<file path="src/rtl/alu_cmd_sequencer.sv">
// Command front-end for the signed ALU: accepts one command, pulses the selected unit's enable,
// waits for that unit's flag (or a timeout) and holds the extended result on a response port.
module alu_cmd_sequencer #(
    parameter int unsigned In_Data_Width  = 8,
    parameter int unsigned Out_Width      = 2 * In_Data_Width,
    parameter int unsigned Timeout_Cycles = 4
) (
    input  logic                     clk,
    input  logic                     rst,
    input  logic                     cmd_valid,
    output logic                     cmd_ready,
    input  logic [In_Data_Width-1:0] cmd_A,
    input  logic [In_Data_Width-1:0] cmd_B,
    input  logic [3:0]               cmd_fun,
    output logic [In_Data_Width-1:0] A,
    output logic [In_Data_Width-1:0] B,
    output logic [1:0]               Alu_fun,
    output logic                     arith_enable,
    output logic                     logic_enable,
    output logic                     cmp_enable,
    output logic                     shift_enable,
    input  logic [Out_Width-1:0]     arith_out,
    input  logic                     arith_flag,
    input  logic [In_Data_Width-1:0] logic_out,
    input  logic                     logic_flag,
    input  logic [2:0]               cmp_out,
    input  logic                     cmp_flag,
    input  logic [In_Data_Width-1:0] shift_out,
    input  logic                     shift_flag,
    output logic                     res_valid,
    input  logic                     res_ready,
    output logic [Out_Width-1:0]     res_data,
    output logic                     res_err,
    output logic                     busy
);

    localparam int unsigned CntWidth = $clog2(Timeout_Cycles + 1);

    typedef enum logic [1:0] {StIdle, StIssue, StWait, StResp} state_e;

    state_e                   state_q, state_d;
    logic [In_Data_Width-1:0] a_q, a_d, b_q, b_d;
    logic [1:0]               fun_q, fun_d;
    logic [1:0]               sel_q, sel_d;
    logic [CntWidth-1:0]      cnt_q, cnt_d;
    logic [Out_Width-1:0]     res_data_q, res_data_d;
    logic                     res_err_q, res_err_d;

    logic                     sel_flag;
    logic [Out_Width-1:0]     sel_result;
    logic [CntWidth-1:0]      cnt_inc;
    logic                     timed_out;

    always_ff @(posedge clk or negedge rst) begin
        if (!rst) begin
            state_q <= StIdle;
        end else begin
            state_q <= state_d;
        end
    end

    always_ff @(posedge clk or negedge rst) begin
        if (!rst) begin
            a_q        <= '0;
            b_q        <= '0;
            fun_q      <= '0;
            sel_q      <= '0;
            cnt_q      <= '0;
            res_data_q <= '0;
            res_err_q  <= 1'b0;
        end else begin
            a_q        <= a_d;
            b_q        <= b_d;
            fun_q      <= fun_d;
            sel_q      <= sel_d;
            cnt_q      <= cnt_d;
            res_data_q <= res_data_d;
            res_err_q  <= res_err_d;
        end
    end

    // Only the selected unit's flag counts; the others are ignored.
    always_comb begin
        sel_flag   = 1'b0;
        sel_result = '0;
        unique case (sel_q)
            2'b00: begin
                sel_flag   = arith_flag;
                sel_result = arith_out;
            end
            2'b01: begin
                sel_flag   = logic_flag;
                sel_result = Out_Width'(logic_out);
            end
            2'b10: begin
                sel_flag   = cmp_flag;
                sel_result = Out_Width'(cmp_out);
            end
            2'b11: begin
                sel_flag   = shift_flag;
                sel_result = Out_Width'(shift_out);
            end
            default: ;
        endcase
    end

    assign cnt_inc   = cnt_q + CntWidth'(1);
    assign timed_out = (cnt_inc == CntWidth'(Timeout_Cycles));

    always_comb begin
        state_d = state_q;
        unique case (state_q)
            StIdle:  if (cmd_valid) state_d = StIssue;
            StIssue: state_d = StWait;
            StWait:  if (sel_flag || timed_out) state_d = StResp;
            StResp:  if (res_ready) state_d = StIdle;
            default: state_d = StIdle;
        endcase
    end

    always_comb begin
        a_d        = a_q;
        b_d        = b_q;
        fun_d      = fun_q;
        sel_d      = sel_q;
        cnt_d      = cnt_q;
        res_data_d = res_data_q;
        res_err_d  = res_err_q;
        unique case (state_q)
            StIdle: begin
                if (cmd_valid) begin
                    a_d   = cmd_A;
                    b_d   = cmd_B;
                    fun_d = cmd_fun[1:0];
                    sel_d = cmd_fun[3:2];
                end
            end
            StIssue: cnt_d = '0;
            StWait: begin
                if (sel_flag) begin
                    res_data_d = sel_result;
                    res_err_d  = 1'b0;
                end else begin
                    cnt_d = cnt_inc;
                    if (timed_out) begin
                        res_data_d = '0;
                        res_err_d  = 1'b1;
                    end
                end
            end
            default: ;
        endcase
    end

    always_comb begin
        cmd_ready    = (state_q == StIdle);
        busy         = (state_q != StIdle);
        res_valid    = (state_q == StResp);
        arith_enable = (state_q == StIssue) && (sel_q == 2'b00);
        logic_enable = (state_q == StIssue) && (sel_q == 2'b01);
        cmp_enable   = (state_q == StIssue) && (sel_q == 2'b10);
        shift_enable = (state_q == StIssue) && (sel_q == 2'b11);
        A            = a_q;
        B            = b_q;
        Alu_fun      = fun_q;
        res_data     = res_data_q;
        res_err      = res_err_q;
    end

endmodule

</file>
<file path="config.mk">
export PLATFORM = sky130hd
export DESIGN_NAME = alu_cmd_sequencer
export DESIGN_NICKNAME = d
export VERILOG_FILES = /design/src/rtl/alu_cmd_sequencer.sv
export SDC_FILE = /design/constraint.sdc
export NUM_CORES = 1
export LEC_CHECK = 0
export CORE_MARGIN = 2
export CORE_UTILIZATION = 35
export CTS_CLUSTER_DIAMETER = 120
export CTS_CLUSTER_SIZE = 20
export DETAILED_ROUTE_END_ITERATION = 8
export PLACE_DENSITY = 0.75
export SYNTH_ARGS = -nofsm -noshare
export SYNTH_HDL_FRONTEND = slang
export SYNTH_SLANG_ARGS = --single-unit
</file>
<file path="constraint.sdc">
create_clock -name clk -period 1.81 [get_ports clk]
set_input_delay 0.181 -clock clk [delete_from_list [all_inputs] [get_ports clk]]
set_output_delay 0.181 -clock clk [all_outputs]
set_load 0.02 [all_outputs]
</file>
==> results.yml <==
setup_path:
  timing.rr.end: "state_q[1]"
  ff2ff_path_depth: 3
  cp_cell_sequence: "mux4_2 -> o31a_1 -> mux2_4"
  r2r-start: "sel_q[0]"
  cpPeakStageDelay_ns: 0.60
  endpoint_kind: "flip-flop"
  setup.worst_path.class: "reg -> reg"
  rrSetupSlack_ns: 0.07
  crit_start: "sel_q[0]"
  crit_required_ns: 1.99
  crit_slowest_cell: "mux4_2"
  worstPathArrival_ns: 1.92
  crit_path_start_kind: "flip-flop"
  worstSetupPathDepth: 3
  path_buf_inv: 0
  worstPathMaxFanout: 4
  crit_end: "state_q[1]"
  path_delay_family: "multiplexers"
clock_network:
  clk_latency_ns: 0.29
  cts.sinks: 42
  cts_tree: "built"
  cts_buffer_depth: 2
  clkTransAtPathRegs_ns: 0.08
  htreeDepth: 2
  cts-root-buf: "clkbuf_8"
  cts_buffers: 5
sta:
  layout_setup_ws_ns: 0.0692
  max_freq_mhz: 574
  finalSetupViolations: 0
  period_needed_ns: 1.74
  slew_headroom_pct: 71.9
  timing.final.crit_share_pct: 96.2
  worst_pin_slew_ns: 0.421
  rsz0062_at_grt: "false"
  skew_ns: 0.00673
  drv_slew: 0
  finalHoldViolCount: 0
die:
  initial_core_util_pct: 36.3
  die_x_um: 79.6
  die_area_sq_um: 6330
  die_h_um: 79.6
  io_pins: 105
  core.rowCount: 27
  core_sq_um: 5510
drt:
  antenna_left: 0
  via_count: 1680
  drc: 0
  wire_per_inst_um: 15.0
  first_pass_iters: 4
  via_per_inst: 4.88
  drt_iter0_drc: 52
  routed_wl_mm: 5.15
layout:
  layout-drive-gt1-share_pct: 18.4
  area_growth_pct: 63.6
  final_cell_mix: "clkdlybuf4s50_1 (97), dfrtp_1 (42), mux2_2 (23)"
  final_util_pct: 59.4
  layout_commonest_cell: "clkdlybuf4s50_1"
  final_nets: 340
  n_antenna_cell: 0
logic_synthesis:
  ys_seq_area_share_pct: 52.6
  syn_nets: 228
  synth_warnings: 0
  synth_cell_types: 32
  syn_inst: 159
  mappedNetlistArea_sq_um: 2000
  synth_flop_cell: "dfrtp_1"
  synthArstFlopShare_pct: 100
  ys_seq_elements: 42
  avgSynthCellArea_sq_um: 12.6
  synth_enable_flop_cells: 0
power:
  p_leak_nw: 1.43
  max-vdd-ir-drop_mv: 0.742
  p_per_area_nw_per_um2: 1670
grt:
  grt_max_degree: 21
  antenna_found_initial: 0
  grt_pass1_wl_mm: 8.13
  grt_pass1_vias: 1759
  grt_overflow: 0
  grt.total_usage_pct: 16.5
place:
  port_buffers: 104
  place_ws_ns: -0.0943
  dp_hpwl_mm: 3.97
  gp_congestion: 0.685
outcome:
  run_status: "finished clean"
hold_path:
  min_path_type: "in -> async"
flow_run:
  max_cap_violations: 0
==> report_power, final <==
group	switching [mW]	internal, mW
Combinational	1.44	1.63
Clock	0.324	0.406
Sequential	0.286	1.38
==> worst register-to-register path, delay by kind of cell (launching register included) <==
kind	cells	cell delay, ns
AOI/OAI and AO/OA	1	0.34
DFF	1	0.40
muxes	2	0.90
==> worst min path at each step <==
stage | endpoint | start | depth (start not counted)
4_1_cts | res_data[5] | rst | 2
6_report | res_data[5] | rst | 2
2_1_floorplan | A[0] | rst | 0
3_3_place_gp | state_q[1] | rst | 1
5_1_grt | res_data[11] | rst | 2
3_5_place_dp | state_q[1] | rst | 1
==> metrics by stage <==
stage          TNS (ns)  hold slack [ns]  cells  power (mW)  cell area (sq um)
2_1_floorplan         0           -0.115    159        3.45               2010
3_3_place_gp     -0.106            0.138    335        4.74               3170
3_5_place_dp     -0.186            0.145    335        4.81               3170
4_1_cts               0            0.377    344        5.54               3280
5_1_grt               0            0.394    344        5.81               3270
6_report              0            0.361    344        5.46               3270
==> cells by family (layout without fill, tap and decap cells) <==
family | after synthesis | count (layout) | share of synthesized area [%]
compound gates | 31 | 31 | 11.8
xor+xnor | 3 | 3 | 1.31
fa+ha+maj | 6 | 6 | 3.75
buf+inv | 16 | 129 | 3.88
flops | 42 | 42 | 52.6
mux | 34 | 34 | 20.0
simple gates | 27 | 27 | 6.70
==> area by class of cell <==
type                       instances  area (sq um)
sequential                        42          1050
inverter                           5          18.8
timing repair buffer             116          1120
clock buffer                       5          68.8
tap                               72          90.1
clock inverter                     3          40.0
multi-input combinational        101           878
fill                             483          2240
==> sequential cells by signal, indices dropped and copies added (netlist names) <==
| name | cells |
|---|---|
| res_data | 16 |
| sel_q | 2 |
| state_q | 2 |
| B | 8 |
| cnt_q | 3 |
| res_err | 1 |
| A | 8 |
| Alu_fun | 2 |
==> cells in the mapped netlist (all sizes together) (4+ instances only) <==
| cell type | instances | area (sq um) |
|---|---|---|
| nor2 | 9 | 33.8 |
| a31oi | 5 | 31.3 |
| ha | 6 | 75.1 |
| mux2i | 8 | 80.1 |
| mux2 | 24 | 274 |
| a21oi | 4 | 20.0 |
| inv | 5 | 18.8 |
| clkbuf | 6 | 22.5 |
| nand2 | 8 | 30.0 |
| o2bb2ai | 5 | 43.8 |
| buf | 5 | 36.3 |
| a22o | 8 | 70.1 |
| dfrtp | 42 | 1050 |
==> routing by layer <==
layer  GRT usage (%)  wire length, um  vias to the layer above
li1                -                -                      799
met4            3.62               42                        0
met2            26.5             2430                       69
met1            20.8             2160                      806
met5               0                0                        -
met3            7.01              513                        6
==> timing repair <==
action,4_1_cts,5_1_grt
cloned,0,0
gates resized for setup,6,7
buffers inserted,0,0
hold buffers,1,0
hold endpoints to repair,16,0
setup endpoints to repair,6,4
No activity file was read; power rests on OpenSTA's default activity.
==> RTL edit: new RTL, same flow settings <==
Put a register stage on the output `res_err`, without a reset. The value now appears one clock later. The other outputs are not delayed to match.
--- a/src/rtl/alu_cmd_sequencer.sv
+++ b/src/rtl/alu_cmd_sequencer.sv
@@ -37,6 +37,8 @@
     localparam int unsigned CntWidth = $clog2(Timeout_Cycles + 1);
 
     typedef enum logic [1:0] {StIdle, StIssue, StWait, StResp} state_e;
+
+    logic res_err_c;
 
     state_e                   state_q, state_d;
     logic [In_Data_Width-1:0] a_q, a_d, b_q, b_d;
@@ -164,7 +166,11 @@
         B            = b_q;
         Alu_fun      = fun_q;
         res_data     = res_data_q;
-        res_err      = res_err_q;
+        res_err_c    = res_err_q;
+    end
+
+    always_ff @(posedge clk) begin
+        res_err <= res_err_c;
     end
 
 endmodule
Check against the original RTL: not equivalent (a bounded check fails within 10 cycles, from zero or initial values and one cycle with rst low).
==> RTL edit against the original RTL <==
- clock skew shrank 0.0021 ns
- setup slack improved by 0.0042 ns
- final area is 0.96% higher
- count of clock-buffer cells in the layout grew 1
- synthesized area grew 1.0%
- global-route usage shrank 0.35 points
- total power increased by 0.76%
- utilization increased by 0.20 points
- sequential cell count grew 1
- fmax increased by 0.24%
- sequential share of layout area grew 0.30 points
- wire length fell by 0.74%
- hold slack improved by 0.021 ns
- highest routed layer unchanged
==> RTL edit: results (changes against the original RTL) <==
- R2R cell count: 3 (unchanged)
- Clock transition at path regs: 0.08 ns (about the same)
- Switch share: 0.371 (-0.00440)
- Async set or reset register ratio after synthesis: 0.977 (-0.0233)
- Final RePlAce weighted congestion: 0.668 (-2.6%)
- Crit path arrival time: 1.91 ns
- Synth top area cells: dfrtp_1 52%, mux2_2 13%, mux2i_1 4.0%
- First DRT Iteration DRCs: 65 (+25%)
- Hold/Removal Path Class: reg2reg
- Fraction of layout cells with a size suffix above 1: 0.168 (-0.0153)
- Synthesis Warnings: 0 (unchanged)
- WL final: 5.11 mm (-0.74%)
- Sequential share of the synthesized area: 0.530 (+0.00470)
- Clk_skew: 0.00460 ns (-0.00214 ns)
- Crit path max fanout: 5 (+1)
- Root Driver: clkbuf_8
- Largest net degree at the start of global routing: 43 (+100%)
- Leakage power: 0.00145 uW (+1.3%)
- Status: finished clean
- Worst Setup Slack, final: 0.0733 ns (+0.00415 ns)
- Via count: 1673 (-0.42%)
- First-pass GRT wire length: 7.97 mm (-2.0%)
- Nets@finish: 342 (+0.59%)
- Total GRT Usage: 0.162 (-0.00351)
- Synth cell types: 33 (+3.1%)
- Worst-Margin Slew: 0.535 ns (+0.114 ns)
- Post-place setup slack: -0.117 ns (-0.0224 ns)
- Worst VDD drop: 829 uV (+12%)
- Commonest cells post-synth: 42 x dfrtp_1, 23 x mux2_2, 9 x nor2_1
- Port Buffer Count: 104 (unchanged)
- DP HPWL: 3.83 mm (-3.6%)
- Syn_nets: 229 (+0.44%)
==> RTL edit: changes by cell type in the layout (fill, tap and decap cells not counted) <==
cell             delta
dlygate4sd2_1       +4
clkbuf_2            -3
clkdlybuf4s15_1     -1
clkbuf_1            +1
dfxtp_1             +1
buf_4               +1
clkinv_2            -2
==> RTL edit: worst max-delay path, delay by kind of cell, from the launching register on <==
kind / cells / cell delay, ns
flip-flops: 1 / 0.42
AO/OA/AOI/OAI: 1 / 0.30
multiplexers: 2 / 0.91
==> RTL edit: worst min-delay path by stage <==
stage	slack, ns	to
finish	0.38	res_err
global route	0.40	res_err
CTS	0.38	res_err
detailed placement	0.29	state_q[1]
global placement	0.29	res_err_c
floorplan	-0.11	A[0]
==> RTL edit: metrics by stage <==
stage	cells	area (um^2)	hold WS, ns	utilization
2_1_floorplan	160	2030	-0.115	-
3_3_place_gp	337	3200	0.287	0.577
3_5_place_dp	337	3200	0.294	0.577
4_1_cts	345	3300	0.384	0.596
5_1_grt	345	3300	0.398	0.596
6_report	345	3300	0.382	0.596
==> RTL edit: cell type report <==
type                            instances  area [um^2]
Clock buffer                            6         72.6
Clock inverter                          1         30.0
Fill cell                             484         2240
Inverter                                5         18.8
Multi-Input combinational cell        101          878
Sequential cell                        43         1070
Tap cell                               72         90.1
Timing Repair Buffer                  117         1140
==> RTL edit: power groups by stage <==
| stage | Combinational, uW | Sequential (uW) | Clock (uW) |
|---|---|---|---|
| floorplan | 1380 | 2100 | 0 |
| global placement | 3120 | 1670 | 0 |
| detailed placement | 3170 | 1690 | 0 |
| CTS | 3150 | 1680 | 743 |
| global route | 3350 | 1730 | 787 |
| finish | 3120 | 1670 | 718 |
==> RTL edit: per-layer routing <==
layer | GRT usage | up-vias | share of wire | routed length, um
li1 | - | 796 | - | -
met4 | 0.0407 | 0 | 0.0090 | 46
met5 | 0 | - | 0 | 0
met3 | 0.0679 | 5 | 0.10 | 511
met1 | 0.195 | 804 | 0.40 | 2070
met2 | 0.268 | 68 | 0.49 | 2480
==> RTL edit: kinds of logic after synthesis <==
kind of cell,share of synthesized area
muxes,0.198
xor gates and xnor gates,0.0130
DFF,0.530
and+or+nand+nor,0.0663
AOI/OAI and AO/OA,0.117
adders and majority gates,0.0372
buffers and inverters,0.0384
==> RTL edit: repair_timing <==
| action | 4_1_cts | 5_1_grt |
|---|---|---|
| hold endpoints to repair | 42 | 0 |
| gates resized for setup | 6 | 0 |
| pin swaps | 0 | 1 |
| endpoints found under the setup margin | 6 | 1 |
| hold buffers | 1 | 0 |
